`src/rtl/div_pkg.sv`:
```
// Shared definitions for the sequential signed divider: state encoding,
// default operand width and the divide-by-zero quotient value.
package div_pkg;

  localparam int WIDTH_DEFAULT = 32;

  localparam logic [WIDTH_DEFAULT-1:0] DIV_ZERO_QUO = '1;

  typedef enum logic [1:0] {
    IDLE = 2'd0,
    RUN  = 2'd1,
    FIX  = 2'd2,
    DONE = 2'd3
  } state_t;

endpackage

```
`src/rtl/abs_neg.sv`:
```
// Conditional two's complement: passes the value through, or negates it
// when negate is set. Used both for operand magnitudes and sign fix-up.
module abs_neg #(
  parameter int WIDTH = 32
) (
  input  logic [WIDTH-1:0] value,
  input  logic             negate,
  output logic [WIDTH-1:0] result
);

  assign result = negate ? (~value + WIDTH'(1)) : value;

endmodule

```
`src/rtl/div_unit.sv`:
```
// Non-restoring signed divider, one quotient bit per cycle. Quotient goes
// to lo, remainder to hi, with a start/busy/done handshake.
module div_unit
  import div_pkg::*;
#(
  parameter int WIDTH = WIDTH_DEFAULT
) (
  input  logic             clk,
  input  logic             clr_n,
  input  logic             start,
  input  logic [WIDTH-1:0] dividend,
  input  logic [WIDTH-1:0] divisor,
  output logic [WIDTH-1:0] lo,
  output logic [WIDTH-1:0] hi,
  output logic             busy,
  output logic             done,
  output logic             div_zero
);

  localparam int CW = $clog2(WIDTH);

  state_t           state, state_next;
  logic [WIDTH:0]   rem, rem_next;
  logic [WIDTH-1:0] quo, quo_next;
  logic [WIDTH-1:0] dvs, dvs_next;
  logic [CW-1:0]    cnt, cnt_next;
  logic             neg_q, neg_q_next;
  logic             neg_r, neg_r_next;
  logic [WIDTH-1:0] lo_next, hi_next;
  logic             busy_next, done_next, div_zero_next;

  logic [WIDTH-1:0] dividend_abs, divisor_abs;
  logic [WIDTH:0]   rem_sh, rem_step;
  logic [WIDTH-1:0] rem_fix, quo_signed, rem_signed;

  abs_neg #(.WIDTH(WIDTH)) u_abs_dividend (
    .value  (dividend),
    .negate (dividend[WIDTH-1]),
    .result (dividend_abs)
  );

  abs_neg #(.WIDTH(WIDTH)) u_abs_divisor (
    .value  (divisor),
    .negate (divisor[WIDTH-1]),
    .result (divisor_abs)
  );

  // The shifted remainder keeps the sign of the old one, since |rem| < |divisor|.
  assign rem_sh   = {rem[WIDTH-1:0], quo[WIDTH-1]};
  assign rem_step = rem_sh[WIDTH] ? (rem_sh + {1'b0, dvs}) : (rem_sh - {1'b0, dvs});

  // Corrected remainder magnitude always fits in WIDTH bits.
  assign rem_fix  = rem[WIDTH-1:0] + (rem[WIDTH] ? dvs : '0);

  abs_neg #(.WIDTH(WIDTH)) u_fix_quo (
    .value  (quo),
    .negate (neg_q),
    .result (quo_signed)
  );

  abs_neg #(.WIDTH(WIDTH)) u_fix_rem (
    .value  (rem_fix),
    .negate (neg_r),
    .result (rem_signed)
  );

  always_comb begin
    state_next    = state;
    rem_next      = rem;
    quo_next      = quo;
    dvs_next      = dvs;
    cnt_next      = cnt;
    neg_q_next    = neg_q;
    neg_r_next    = neg_r;
    lo_next       = lo;
    hi_next       = hi;
    busy_next     = busy;
    done_next     = 1'b0;
    div_zero_next = div_zero;
    case (state)
      IDLE: begin
        if (start) begin
          if (divisor == '0) begin
            lo_next       = WIDTH'(DIV_ZERO_QUO);
            hi_next       = dividend;
            div_zero_next = 1'b1;
            state_next    = DONE;
          end else begin
            rem_next   = '0;
            quo_next   = dividend_abs;
            dvs_next   = divisor_abs;
            neg_q_next = dividend[WIDTH-1] ^ divisor[WIDTH-1];
            neg_r_next = dividend[WIDTH-1];
            cnt_next   = CW'(WIDTH - 1);
            busy_next  = 1'b1;
            state_next = RUN;
          end
        end
      end
      RUN: begin
        rem_next = rem_step;
        quo_next = {quo[WIDTH-2:0], ~rem_step[WIDTH]};
        if (cnt == '0) begin
          state_next = FIX;
        end else begin
          cnt_next = cnt - CW'(1);
        end
      end
      FIX: begin
        lo_next       = quo_signed;
        hi_next       = rem_signed;
        div_zero_next = 1'b0;
        state_next    = DONE;
      end
      DONE: begin
        done_next  = 1'b1;
        busy_next  = 1'b0;
        state_next = IDLE;
      end
      default: state_next = IDLE;
    endcase
  end

  always_ff @(posedge clk or negedge clr_n) begin
    if (!clr_n) begin
      state    <= IDLE;
      rem      <= '0;
      quo      <= '0;
      dvs      <= '0;
      cnt      <= '0;
      neg_q    <= 1'b0;
      neg_r    <= 1'b0;
      lo       <= '0;
      hi       <= '0;
      busy     <= 1'b0;
      done     <= 1'b0;
      div_zero <= 1'b0;
    end else begin
      state    <= state_next;
      rem      <= rem_next;
      quo      <= quo_next;
      dvs      <= dvs_next;
      cnt      <= cnt_next;
      neg_q    <= neg_q_next;
      neg_r    <= neg_r_next;
      lo       <= lo_next;
      hi       <= hi_next;
      busy     <= busy_next;
      done     <= done_next;
      div_zero <= div_zero_next;
    end
  end

endmodule
```
`config.mk`:
```
export PLATFORM = sky130hd
export DESIGN_NAME = div_unit
export DESIGN_NICKNAME = d
export VERILOG_FILES = /design/src/rtl/div_pkg.sv /design/src/rtl/abs_neg.sv /design/src/rtl/div_unit.sv
export SDC_FILE = /design/constraint.sdc
export NUM_CORES = 1
export LEC_CHECK = 0
export CORE_UTILIZATION = 40
export DETAILED_ROUTE_END_ITERATION = 7
export SLEW_MARGIN = 20
export SYNTH_ARGS = -nofsm -noshare
export SYNTH_HDL_FRONTEND = slang
export SYNTH_SLANG_ARGS = --single-unit
export TNS_END_PERCENT = 1
```
`constraint.sdc`:
```
create_clock -name clk -period 7.8 [get_ports clk]
set_input_delay 1.56 -clock clk [delete_from_list [all_inputs] [get_ports clk]]
set_output_delay 1.56 -clock clk [all_outputs]
set_load 0.05 [all_outputs]
```
Word-level counts from Yosys, hierarchy flattened. Cells that the tools add are included.

Bits of input ports: 67. Output and inout bits: 67. Bits in registers: 173. Logic and storage cells: 80.

$add $sub $neg: 8. Reductions and logical operators: 12. Equal/unequal tests: 8. Multiplexer cells: 33. Bitwise gates (word level): 7.

Operators by type and width (number): 32-bit two-way mux (11); 32-bit case mux with 2 select lines (3); 32-bit by 1-bit adder with 32-bit output (second input constant) (4); 32-bit inverter (4); 33-bit two-way mux (3); 33-bit case mux with 2 select lines (1); 33-bit by 32-bit adder with 33-bit output (1); 33-bit by 32-bit subtractor with 33-bit output (1); 32-bit adder (1); 32-bit zero test (1); 5-bit two-way mux (3); 3-bit AND reduction (4); 2-bit inequality test (second input constant) (5); 5-bit case mux with 2 select lines (1); 2-bit case mux with 4 select lines (1); 2-bit two-way mux (3); 2-bit nonzero test (3); 5-bit zero test (1); 1-bit two-way mux (5); 5-bit by 1-bit subtractor with 5-bit output (second input constant) (1); 2-bit == test (second input constant) (2); 1-bit case mux with 2 select lines (2); 4-bit AND reduction (1); 2-bit by 1-bit == test with 1-bit output (second input constant) (1); other kinds (4) (5).

Logic depth before layout (Yosys ltp). Gate-level depths: netlist (run 1).

Depth after elaboration: 6. Mapped depth: 21. Depth with buffers taken out: 20.

Hierarchy. A second synthesis (run 1) with hierarchy kept.

Cell total of the unflattened synthesis: 1653. Area total of the unflattened synthesis: 14386.3 um2.

By module, submodules not included: div_unit (cells an instance 1257, sequential area each 4329.2 um2, instances 1, area each 11278.3 um2); abs_neg (cells an instance 99, sequential area each 0.0 um2, instances 4, area each 777.0 um2).

Least setup slack after synthesis (run 1). Ideal clock, no wire load.

Path type: input -> register. Start: input dividend[4]. End: register quo[29]. Arrival: 4.702 ns. Library setup time: 0.123 ns. Slack: 2.975 ns. Cell stages on the path: 11. Cell sequence: nor4_2 -> nand2b_1 -> or4_1 -> or4_1 -> or4_1 -> or4_1 -> o41ai_1 -> xor2_1 -> nor2_1 -> a21oi_1 -> o21ai_1.

Word-level cells in the longest chain between the ends: 6.

RTL lines: start, declared (RTL line div_unit.sv:11) `input logic [WIDTH-1:0] dividend,`; 32-bit inverter (RTL line abs_neg.sv:11) `assign result = negate ? (~value + WIDTH'(1)) : value;`; 32-bit by 1-bit adder with 32-bit output (RTL line abs_neg.sv:11); 32-bit two-way mux (RTL line abs_neg.sv:11); 32-bit two-way mux (RTL line div_unit.sv:83) `if (divisor == '0) begin`; 32-bit two-way mux (RTL line div_unit.sv:82) `if (start) begin`; 32-bit case mux with 2 select lines (RTL line div_unit.sv:80) `case (state)`; end signal, assigned (RTL line div_unit.sv:141) `quo <= quo_next;`; end, declared (RTL line div_unit.sv:24) `logic [WIDTH-1:0] quo, quo_next;`.

No other way between the ends. The select of a mux whose other input is x is not followed. A chain may end at the register's enable or synchronous reset.

Worst setup path in the final report (run 1).
Start: input divisor[14]. End: register lo[30].

Word-level cells in the longest chain between the ends: 3.

RTL lines: start, declared (RTL line div_unit.sv:12) `input logic [WIDTH-1:0] divisor,`; 32-bit zero test (RTL line div_unit.sv:83); 2-bit inequality test (no line); 3-bit AND reduction (no line); end signal, assigned (RTL line div_unit.sv:146) `lo <= lo_next;`; end, declared (RTL line div_unit.sv:13) `output logic [WIDTH-1:0] lo,`.

No other way between the ends.

==> results.md, run 1 <==
- Measured along the x axis, the die boundary spans 186.4 um.
- Of all flip-flops after synthesis, the portion carrying an async set or reset was 100.0%.
- The element type at the critical path end is a flop.
- The net switching power is between 3000 and 4000 uW.
- The clock reaches the later pin of the worst-skew pair after ~0.45 ns.
- Of the total power, registers draw approximately 25%.
- The global-route total usage across every layer is between 20 and 25%.
- Clock-pin slew was measured on the worst setup and hold paths at 0.08 ns.
- The switching power share of the total is 51.28%.
- The most frequent standard cell in the layout excluding fill and tap cells is nand2_1.
- The number of DRC markers after the initial detailed-route iteration is 735.
- Summing every instance area after synthesis gives 13600 um^2.
- The top cell types in the final layout, fill and taps aside, are 220 x nand2_1, 189 x o21ai_0, 173 x dfrtp_1.
- The total of buffers placed on input and output ports is around 130.
- The initial antenna violation count was 0.
- The internal power of the cells totals 3321 uW.
- The transition time at the pin with the least slew margin is approximately 1 ns.
- The path class of the tightest hold or removal check is reg2reg.
- For this run, the post-layout net count is 1897.
- The die is approximately 190 um tall.
- The worst setup path is launched from a primary input.
- VDD sags by at most roughly 200 uV.
- STA puts the critical path data required time at between 8 and 9 ns.
- The placer congestion estimate is 0.9051.
- The synthesized net count is between 1500 and 2000.
- Setup violations remaining at the end of the flow were counted as 0.
- The setup fix buffers added after clock tree synthesis is 0.
- The residual antenna-violating net count after detailed routing is 0.
- Timing would allow up to about 0.19 GHz.
- The row count is 67.
- The worst pin sits at a relative slew slack of between 30% and 40%.
- The total negative setup slack is 0 ns.
- The setup clock skew after layout is roughly 0.014 ns.
- Summing internal, switching and leakage power gives between 6000 and 7000 uW.
- The final hold violation count is 0.
- The number of global-route vias before repair came to roughly 12000.
- In the routed layout, each cell is associated on average with a via count of 5.549.
- The flip-flop cell with the highest count after synthesis is dfrtp_1.
- TritonCTS built the clock tree.
- The share of total power in combinational logic is between 60% and 70%.
- For this design the ratio of total power to cell area is ~430 nW/um^2.
- The final design utilization is between 40% and 50%.
- Per report_power, the clock group accounts for 12.7% of the total.
- For this block, the routed nets add up to roughly 39000 um of wire.
- The DRC violation count after routing is 0.
- The max-slew violation total from the final report was 0.
- In this run the mean area of a mapped cell was between 8 and 9 um^2.
- The cell sitting at the root of the clock tree is a clkbuf_16.
- The smallest clock period supported by the final layout is computed as about 5.3 ns.
- The number of synthesized register bits is 173.
- Sequential elements use a little under a third of the synthesized area.
- The final critical-path share of the clock period is around 68%.
- The total congestion overflow after global routing is 0.
- The number of optimization iterations in the first detailed-route pass is 5.
- The core region is roughly 33000 um^2.
- Gates resized during post-CTS repair numbered 0.
- The arrival time reported for the critical path endpoint is roughly 5.7 ns.
- The netlist uses 75 different library cells.
- The detailed router placed 12290 vias in this run.
- The leakage power summed over all cells is between 0.006 and 0.007 uW.
- The number of flops mapped to enable cells by yosys is 0.
- In the final layout, the share of cells above drive strength 1 is under 10%.
- The number of hold buffers added after CTS was 0.
- Synthesis produced approximately 1700 cells.
- Summed over all nets, the half-perimeter wirelength after detailed placement is 29760 um.
- The routed wire length per instance is ~17 um.
- The initial standard-cell utilization of the core is just over 40%.
- The Yosys step of the flow raised 0 warnings.
- The area of the die is ~35000 um^2.
- From synthesis to final layout, the design area changed by 16.64%.
- The H-tree was split into 4 levels.
- Setup repair after global routing left no endpoint under its margin.
- Along the worst path, the maximum fanout reaches 30.
- The count of cells in the finished layout, fillers not included, comes to roughly 2200.
- Max-cap violations in this run came to 0.
- The largest net degree at the start of global routing is between 80 and 90.
- For this design the top-level I/O count stands at 134.
- Buffers inserted during clock tree synthesis total 17.
- The number of antenna diodes in the final layout is 0.
- The path type of the worst setup path is in2reg.
- The total clock sinks is 173.
- Counting along the longest clock path gives a buffer depth of 2.
- Once placement completed, the tool counted placed cells totaling 2183.
- The wire length of the first global-routing pass is between 60000 and 70000 um.
- The flow ran to the end, and the final reports show no timing, DRC or antenna violations.
[sequential cells by signal, summed over array words and instances, names as in the netlist, 2 cells and up]
register	count
hi	32
state	2
rem	33
lo	32
dvs	32
cnt	5
quo	32
[worst max-delay path: stages]
cell	delay, ns
clkdlybuf4s50_1	0.45
or4_1	0.60
nor4_1	0.40
nor2b_1	0.32
nand3_1	0.17
nand3b_1	0.40
o22ai_4	0.69
nand2_1	0.70
o22a_1	0.37
[power groups by stage]
stage / Clock [uW] / Sequential (uW) / Combinational [uW]
final: 869 / 1730 / 4220
after global routing: 922 / 1790 / 4670
after CTS: 887 / 1730 / 4220
after detailed placement: 0 / 1750 / 4210
after global placement: 0 / 1740 / 4150
after floorplan: 0 / 2040 / 2770
[kinds of logic (layout without fill, tap and decap cells)]
logic type | after synthesis | count (layout) | synth area share (%)
adders and majority gates | 76 | 76 | 7.104
and+or+nand+nor | 557 | 557 | 19.47
xor gates and xnor gates | 207 | 207 | 13.33
AOI/OAI and AO/OA | 526 | 526 | 23.59
buffers and inverters | 126 | 213 | 3.534
muxes | 15 | 15 | 1.123
DFF | 173 | 173 | 31.84
[final cells by class]
type | instances | area [um^2]
Tap cell | 448 | 560.5
Multi-Input combinational cell | 1381 | 8833
Sequential cell | 173 | 4329
Inverter | 37 | 138.9
Timing Repair Buffer | 144 | 1410
Clock buffer | 17 | 425.4
Clock inverter | 15 | 161.4
Fill cell | 3246 | 17590
[through the flow]
step	area, um^2	setup WS, ns	hold slack [ns]
after floorplan	13600	2.975	0.4785
after global placement	15280	1.957	0.4521
after detailed placement	15280	1.915	0.4581
after CTS	15860	2.386	0.4771
after global routing	15860	1.984	0.5054
final	15860	2.459	0.4725
[worst paths after layout]
kind / start / endpoint / slack (ns) / cells past startpoint
setup / recovery: divisor[14] / lo[30] / 2.46 / 9
hold / removal: hi[19] / hi[19] / 0.47 / 2
setup reg to reg: rem[32] / hi[26] / 2.49 / 15
hold reg to reg: hi[19] / hi[19] / 0.47 / 2
max in group asynchronous: clr_n / cnt[2] / 5.45 / 2
min in group asynchronous: clr_n / hi[17] / 1.04 / 1
[layer usage]
metal	routed length, um	share of wire [%]	GRT usage (%)	vias to the layer above
met5	0	0	0	-
met4	910	2.4	7.057	0
met3	1648	4.3	2.990	54
met2	17470	45	35.72	330
met1	18580	48	30.83	5745
li1	-	-	-	6163
[Yosys cell counts, types with 10 or more instances]
cell	n	area [um^2]
dfrtp_1	173	4329
xnor2_1	70	613.1
a21oi_1	131	655.6
nor4_1	18	112.6
o31ai_1	41	307.8
nor2b_1	10	62.56
nor2_1	133	499.2
or4_1	19	142.6
nor3_1	21	105.1
clkbuf_1	77	289.0
inv_1	35	131.4
nand2b_1	15	93.84
and2_1	36	225.2
nand3_1	23	115.1
nand2_1	220	825.8
ha_1	74	925.9
or3_1	10	62.56
o21ai_1	11	55.05
o41ai_1	18	157.7
o22a_1	21	183.9
xor2_1	137	1200
a21o_1	32	240.2
a31oi_1	19	118.9
o21ai_0	190	950.9
nand4_1	17	106.4
mux2i_1	13	130.1
(Power assumes the default switching activity.)
==> run 2: changes to the inputs <==
- clock period: 7.8 -> 5.1 ns (I/O delays scaled with it)
==> run 2 against run 1 <==
Effect of this change: worst setup slack worse by 2.1 ns; sequential share of layout area fell by 0.54 points; via count grew 0.82%; wire length down 1.6%; largest cell class unchanged.
==> results.md, run 2 (same netlist as run 1, synthesis figures left out) <==
- The most frequent standard cell in the layout excluding fill and tap cells is nand2_1 (unchanged).
- The final critical-path share of the clock period is 92.87%.
- The initial antenna violation count is 0 (unchanged).
- The area of the die is 34730 um^2 (unchanged).
- The setup clock skew after layout came to 0.01327 ns (was 0.01419 ns).
- The max-slew violation total from the final report is 0 (unchanged).
- The number of optimization iterations in the first detailed-route pass is 4 (was 5).
- The row count is 67 (unchanged).
- RSZ-0062 raised after global routing: false (unchanged).
- The area taken by flip-flops and latches is 4330 um^2 (was 4329 um^2).
- The TritonCTS buffer count is 17 (unchanged).
- The largest net degree at the start of global routing was 108 (was 84).
- The maximum VDD drop is 339.3 uV (was 200.0 uV).
- The number of flip-flops in the largest register is 33 (unchanged).
- The element type at the critical path end is a flop (unchanged).
- The number of top-level pins is 134 (unchanged).
- The number of global-route vias before repair came to 11570 (was 11610).
- The width of the chip is 186.4 um (unchanged).
- The maximum root-to-sink buffer count came to 2 (unchanged).
- Result of the run: completed (unchanged).
- The arrival time reported for the critical path endpoint came to 5.06 ns (was 5.68 ns).
- The final routed wirelength across all metal layers is 37980 um (was 38610 um).
- The highest clock frequency the design can meet is between 0.2 and 0.25 GHz.
- The stage delay of the slowest cell on the critical path was 0.58 ns (was 0.70 ns).
- The final layout net count was 1925 (was 1897).
- The final hold violation count was 0 (unchanged).
- The path type of the worst setup path is reg2reg (was in2reg).
- The max-capacitance violation count is 0 (unchanged).
- The number of hold buffers added after cts is 0 (unchanged).
- The leakage power summed over all cells is 0.006848 uW (was 0.006674 uW).
- The largest register by flop count was rem (unchanged).
- The final design utilization is 48.38% (was 47.41%).
- The detail-routed via count per cell came to 5.525 (was 5.549).
- The area overhead of the layout relative to synthesis is 19.02% (was 16.64%).
- The y dimension of the die is 186.4 um (unchanged).
- The worst hold margin came to 0.4693 ns (was 0.4725 ns).
- The clock tree root driver cell is clkbuf_16 (unchanged).
- Commonest non-fill, non-tap cells in the layout: 220 x nand2_1, 189 x o21ai_0, 172 x dfrtp_1 (was 220 x nand2_1, 189 x o21ai_0, 173 x dfrtp_1).
- Cell chain of the critical path: and2_1 > ha_1 > fa_1 > a211oi_1 > o21ai_1 > a21boi_0 > xnor2_1 > or3_4 > or4b_1 > nand2b_1 > or3_4 > or2_1 > o31ai_2 > xnor2_1 > o21ai_1 (was clkdlybuf4s50_1 > or4_1 > nor4_1 > nor2b_1 > nand3_1 > nand3b_1 > o22ai_4 > nand2_1 > o22a_1).
- The number of fill cells in the layout is 3229 (was 3246).
- The total of buffers placed on input and output ports is 133 (unchanged).
- The clock tree from TritonCTS is done (unchanged).
- The total negative setup slack is 0 ns (unchanged).
- The final setup violation count is 0 (unchanged).
- The total congestion overflow after global routing is 0 (unchanged).
- The max-slew headroom at the worst pin came to 34.91% (was 32.25%).
- The residual antenna-violating net count after detailed routing is 0 (unchanged).
- The number of buffers and inverters on the critical path is 0 (was 1).
- The power density over the cells was 656.3 nW/um^2 (was 429.8 nW/um^2).
- The clock slew seen by the registers of the worst setup and hold paths was 0.08 ns (about the same).
- The transition time at the pin with the least slew margin came to 0.9764 ns (was 1.004 ns).
- The critical-path maximum fanout is 16 (was 30).
- The area of the core came to 33450 um^2 (unchanged).
- The number of antenna repair diodes is 0 (unchanged).
- The number of DRC markers after the initial detailed-route iteration came to 847 (was 735).
- The class of the tightest hold or removal check is reg2reg (unchanged).
- The via count is 12390 (was 12290).
- The wire length of the first global-routing pass is 62280 um (was 62290 um).
- The initial standard-cell utilization of the core came to 40.65% (unchanged).
- The maximum level of the CTS H-tree is 4 (unchanged).
- The cell count after placement came to 2211 (was 2183).
- The total clock sinks is 173 (unchanged).
- The post-route non-filler standard cell count is 2243 (was 2215).
- The fraction of final layout cells sized beyond drive strength 1 is 5.515% (was 3.848%).
- The global-route total usage across every layer is 22.19% (was 22.22%).
- The critical-path cell with the highest stage delay is or4b_1 (was nand2_1).
- For the finished layout, the period the worst path requires is between 4 and 5 ns.
- The placer congestion estimate was 0.9212 (was 0.9051).
- The DRC violation count after routing is 0 (unchanged).
- The insertion delay to the later sink of the worst-skew pair is 0.45 ns (about the same).
- The HPWL after detailed placement is 29350 um (was 29760 um).
- The multi-input gate area in the final layout is 8846 um^2 (was 8833 um^2).
- The critical path's top delay family is simple AND/OR/NAND/NOR gates (unchanged).
- The worst path required time is 5.42 ns (was 8.13 ns).
- The startpoint type of the worst setup path was a flop (was primary input).
- The routed wire length per instance was 16.93 um (was 17.43 um).
[run 2: tightest hold or removal path, delay by kind of cell, from the launching register on]
family / cells / cell delay (ns)
flip-flops: 1 / 0.35
AND/OR/NAND/NOR: 2 / 0.10
[run 2: timing repair]
item,in CTS,in global routing
setup buffers,0,0
endpoints found under the setup margin,0,2
gates resized for setup,0,3
[run 2: final cells by class]
type	count	area share, %
Timing Repair Buffer	172	10.41
Tap cell	448	3.464
Multi-Input combinational cell	1381	54.66
Clock buffer	17	2.629
Clock inverter	15	1.214
Sequential cell	173	26.76
Inverter	37	0.8582
[run 2: routing by layer]
metal	global-route usage [%]	part of all wire, %	vias to the layer above
li1	-	-	6205
met1	31.39	49	5834
met2	34.17	44	297
met3	2.859	4.0	57
met4	8.996	3.3	0
met5	0	0	-
[run 2: power by group]
| group | switching, uW | internal (uW) |
|---|---|---|
| Clock | 668 | 709 |
| Sequential | 717 | 1940 |
| Combinational | 3990 | 2600 |
| Total | 5370 | 5250 |
[run 2: worst paths after layout]
| kind | from | to | slack [ns] | depth (start not counted) |
|---|---|---|---|---|
| max | rem[32] | hi[30] | 0.36 | 15 |
| min | hi[19] | hi[19] | 0.47 | 2 |
| max reg2reg | rem[32] | hi[30] | 0.36 | 15 |
| min reg2reg | hi[19] | hi[19] | 0.47 | 2 |
| max in group asynchronous | clr_n | rem[32] | 3.57 | 2 |
| min in group asynchronous | clr_n | hi[12] | 0.65 | 1 |
[run 2: per-stage QoR]
step / cell area (um^2) / power (uW) / worst slack, ns
2_1_floorplan: 13600 / 7356 / 0.6926
3_3_place_gp: 15550 / 9145 / 0.1132
3_5_place_dp: 15550 / 9231 / 0.06092
4_1_cts: 16170 / 10640 / 0.2027
5_1_grt: 16180 / 11520 / 0.08650
6_report: 16180 / 10620 / 0.3635
==> run 3: changes to the inputs <==
- ABC_AREA: not set -> 1
- CTS_BUF_LIST: not set -> sky130_fd_sc_hd__clkbuf_4
==> run 3 against run 2 <==
Effect of this change: area after synthesis rose by 13%; final cell count grew 33%; critical path depth is 7 higher; register-to-register slack better by 0.50 ns; sequential power barely moved; total power grew 7.6%; first-iteration DRC count up 30%; combinational power grew 20%; non-clock buffer count fell by 22; synthesized cell count grew 40%; clock skew up 0.020 ns; critical endpoint is now quo[0]; highest routed layer unchanged.
==> results.md, run 3 <==
- The width of the chip came to 197.8 um (was 186.4 um).
- The y dimension of the die was 197.8 um (was 186.4 um).
- The number of hold buffers added after cts is 0 (unchanged).
- The routed wire length per instance came to 16.87 um (was 16.93 um).
- The element type at the critical path end is a flop (unchanged).
- The clock slew seen by the registers of the worst setup and hold paths is 0.17 ns (was 0.08 ns).
- The total congestion overflow after global routing is 0 (unchanged).
- The number of cells on the worst reg-to-reg path was 22 (was 15).
- The clock period minus final worst setup slack is 4.240 ns (was 4.736 ns).
- The row count is 71 (was 67).
- The wire length of the first global-routing pass is 79510 um (was 62280 um).
- The arrival time reported for the critical path endpoint is 4.79 ns (was 5.06 ns).
- The most common cell in the synthesized netlist is nand2_1 (unchanged).
- The number of distinct standard cells referenced by the synthesized netlist is 53 (was 75).
- The fraction of registers with async set/reset is 100.0% (unchanged).
- The final setup violation count was 0 (unchanged).
- The library cell with the largest summed area after synthesis is dfrtp_1 (unchanged).
- The path type of the worst setup path was reg2reg (unchanged).
- The HPWL after detailed placement is 41150 um (was 29350 um).
- The cell area after technology mapping is 15340 um^2 (was 13600 um^2).
- The final layout net count is 2605 (was 1925).
- The placer congestion estimate came to 0.9221 (was 0.9212).
- Commonest non-fill, non-tap cells in the layout: 628 x nand2_1, 306 x inv_1, 243 x nor2_1 (was 220 x nand2_1, 189 x o21ai_0, 172 x dfrtp_1).
- Post-synth top cells: 628 x nand2_1, 306 x inv_1, 243 x nor2_1 (was 220 x nand2_1, 190 x o21ai_0, 173 x dfrtp_1).
- The clock tree root driver cell is clkbuf_4 (was clkbuf_16).
- The count of mapped cells out of synthesis is 2357 (was 1680).
- The fraction of final layout cells sized beyond drive strength 1 was 6.465% (was 5.515%).
- The maximum VDD drop is 265.4 uV (was 339.3 uV).
- The area overhead of the layout relative to synthesis is 13.92% (was 19.02%).
- The clock tree from TritonCTS is done (unchanged).
- The detail-routed via count per cell is 5.205 (was 5.525).
- The worst flop-to-flop path endpoint is quo[0] (was hi[30]).
- The initial standard-cell utilization of the core was 40.73% (was 40.65%).
- The post-synthesis area per instance is 6.509 um^2 (was 8.093 um^2).
- The insertion delay to the later sink of the worst-skew pair is 0.67 ns (was 0.45 ns).
- The largest net degree at the start of global routing is 95 (was 108).
- Cell types with the largest area share after synthesis: dfrtp_1 28%, nand2_1 15%, inv_1 7.5% (was dfrtp_1 32%, xor2_1 8.8%, o21ai_0 7.0%).
- The number of fill cells in the layout is 4024 (was 3229).
- The transition time at the pin with the least slew margin is 0.9971 ns (was 0.9764 ns).
- The residual antenna-violating net count after detailed routing came to 0 (unchanged).
- The number of synthesized register bits is 173 (unchanged).
- The number of optimization iterations in the first detailed-route pass was 5 (was 4).
- The synthesis warning total is 0 (unchanged).
- The final hold violation count is 0 (unchanged).
- The total of buffers placed on input and output ports came to 133 (unchanged).
- The class of the tightest hold or removal check is in2async (was reg2reg).
- The most frequent standard cell in the layout excluding fill and tap cells is nand2_1 (unchanged).
- The number of gates given a new drive strength after cts is 0 (unchanged).
- RSZ-0062 raised after global routing: false (unchanged).
- The worst path required time is 5.65 ns (was 5.42 ns).
- The number of flops mapped to enable cells by yosys is 0 (unchanged).
- The startpoint type of the worst setup path is a flop (unchanged).
- The DRC violation count after routing is 0 (unchanged).
- The cell area reported after detailed placement is 17200 um^2 (was 15550 um^2).
- The part of the Yosys area used for sequential elements is 28.22% (was 31.84%).
- The area of the die is 39140 um^2 (was 34730 um^2).
- The max-capacitance violation count was 0 (unchanged).
- The final instance area was 17480 um^2 (was 16180 um^2).
- The TritonCTS buffer count is 17 (unchanged).
- The initial antenna violation count is 1 (was 0).
- The setup clock skew after layout is 0.03301 ns (was 0.01327 ns).
- Result of the run: completed (unchanged).
- The number of top-level pins was 134 (unchanged).
- The worst reg-to-reg setup slack came to 0.86 ns (was 0.36 ns).
- The leakage power summed over all cells was 0.008663 uW (was 0.006848 uW).
- The maximum root-to-sink buffer count is 2 (unchanged).
- The largest register by flop count is rem (unchanged).
- The via count is 15550 (was 12390).
- The critical-path maximum fanout is 5 (was 16).
- The total clock sinks is 173 (unchanged).
- The synthesized net count came to 2500 (was 1823).
- The area of the core came to 37670 um^2 (was 33450 um^2).
- The power density over the cells is 653.9 nW/um^2 (was 656.3 nW/um^2).
- The number of DRC markers after the initial detailed-route iteration is 1097 (was 847).
- The global-route total usage across every layer is 26.38% (was 22.19%).
- The max-slew violation total from the final report came to 0 (unchanged).
- The number of global-route vias before repair is 14590 (was 11570).
- The total negative setup slack is 0 ns (unchanged).
- The maximum level of the CTS H-tree is 4 (unchanged).
- The final routed wirelength across all metal layers came to 50400 um (was 37980 um).
- The max-slew headroom at the worst pin is 33.53% (was 34.91%).
- The final critical-path share of the clock period was 83.13% (was 92.87%).
- The setup fix buffers added after clock tree synthesis is 0 (unchanged).
- The number of flip-flops in the largest register is 33 (unchanged).
- The share of the synthesized area in the top cell type came to 28.22% (was 31.84%).
- The worst reg2reg path startpoint is dvs[0] (was rem[32]).
- The highest clock frequency the design can meet is 0.2359 GHz (was 0.2111 GHz).
- The flip-flop cell with the highest count after synthesis is dfrtp_1 (unchanged).
[run 3: cell count changes in the layout (fill, tap and decap cells not counted), moves of 21 or more]
| cell | before | now |
|---|---|---|
| xor2_1 | 137 | 82 |
| a21o_1 | 32 | 6 |
| o22a_1 | 21 | 0 |
| nand3_1 | 22 | 141 |
| and2_1 | 36 | 2 |
| xnor2_1 | 70 | 30 |
| nand2_1 | 220 | 628 |
| o31ai_1 | 40 | 18 |
| inv_1 | 35 | 306 |
| o21ai_0 | 189 | 162 |
| nor2_1 | 133 | 243 |
| nand2_2 | 0 | 36 |
[run 3: metal layers]
layer	share of wire [%]	wire, um	GRT usage, %	up-vias
li1	-	-	-	7851
met4	2.1	1078	7.637	0
met3	6.1	3098	3.952	50
met5	0	0	0	-
met1	48	24180	37.19	7237
met2	44	22050	41.56	410
[run 3: worst max path at each step]
stage | from | end | slack, ns
6_report | dvs[0] | quo[0] | 0.86
4_1_cts | dvs[0] | quo[0] | 0.93
5_1_grt | dvs[0] | quo[0] | 0.51
3_3_place_gp | dvs[0] | quo[0] | 1.05
3_5_place_dp | dvs[0] | quo[0] | 0.98
2_1_floorplan | dvs[0] | quo[0] | 1.85
[run 3: worst max-delay path, cell delays in order (launching register included)]
cell,delay [ns]
dfrtp_1,0.44
inv_1,0.11
nand3_1,0.14
nor2_1,0.28
nand4_1,0.19
nor3_2,0.22
nand4_1,0.20
inv_1,0.09
nand2_1,0.05
nand2_1,0.10
o21ai_1,0.13
xor2_1,0.18
ha_1,0.35
a21oi_1,0.22
o21ai_0,0.16
a21oi_1,0.13
o21ai_0,0.09
or2_2,0.27
a21oi_1,0.39
or2_1,0.16
nand3_1,0.08
nand2_1,0.07
o21ai_1,0.06
[run 3: logic make-up after synthesis]
kind of cell | after synthesis | synth area share, %
AO/OA/AOI/OAI | 425 | 15.88
flip-flops | 173 | 28.22
buffers and inverters | 392 | 9.787
XOR/XNOR | 112 | 6.394
adder cells (fa/ha/maj) | 76 | 6.296
AND/OR/NAND/NOR | 1179 | 33.42
[run 3: area by class of cell]
| class | instances | area (um^2) | share of cell area (%) |
|---|---|---|---|
| tap | 511 | 639.4 | 3.658 |
| clock buffer | 17 | 127.6 | 0.7302 |
| clock inverter | 15 | 151.4 | 0.8663 |
| antenna | 1 | 2.502 | 0.01432 |
| inverter | 328 | 1231 | 7.045 |
| multi-input combinational | 1792 | 9523 | 54.49 |
| timing repair buffer | 150 | 1473 | 8.426 |
| sequential | 173 | 4329 | 24.77 |
[run 3: stage by stage]
step,instances,total power (uW),hold slack [ns],setup slack [ns],util (%)
final,2987,11430,0.3977,0.8604,46.40
after floorplan,2357,8284,0.4835,1.852,-
after detailed placement,2954,10530,0.4915,0.9798,45.65
after CTS,2986,11420,0.4569,0.9323,46.39
after global placement,2954,10450,0.4938,1.051,45.65
after global routing,2987,12540,0.4727,0.5137,46.40
[run 3: where the power goes]
| group | internal [uW] | switching (uW) |
|---|---|---|
| sequential | 1960 | 673 |
| clock | 262 | 609 |
| combinational | 2640 | 5290 |
| total | 4860 | 6570 |
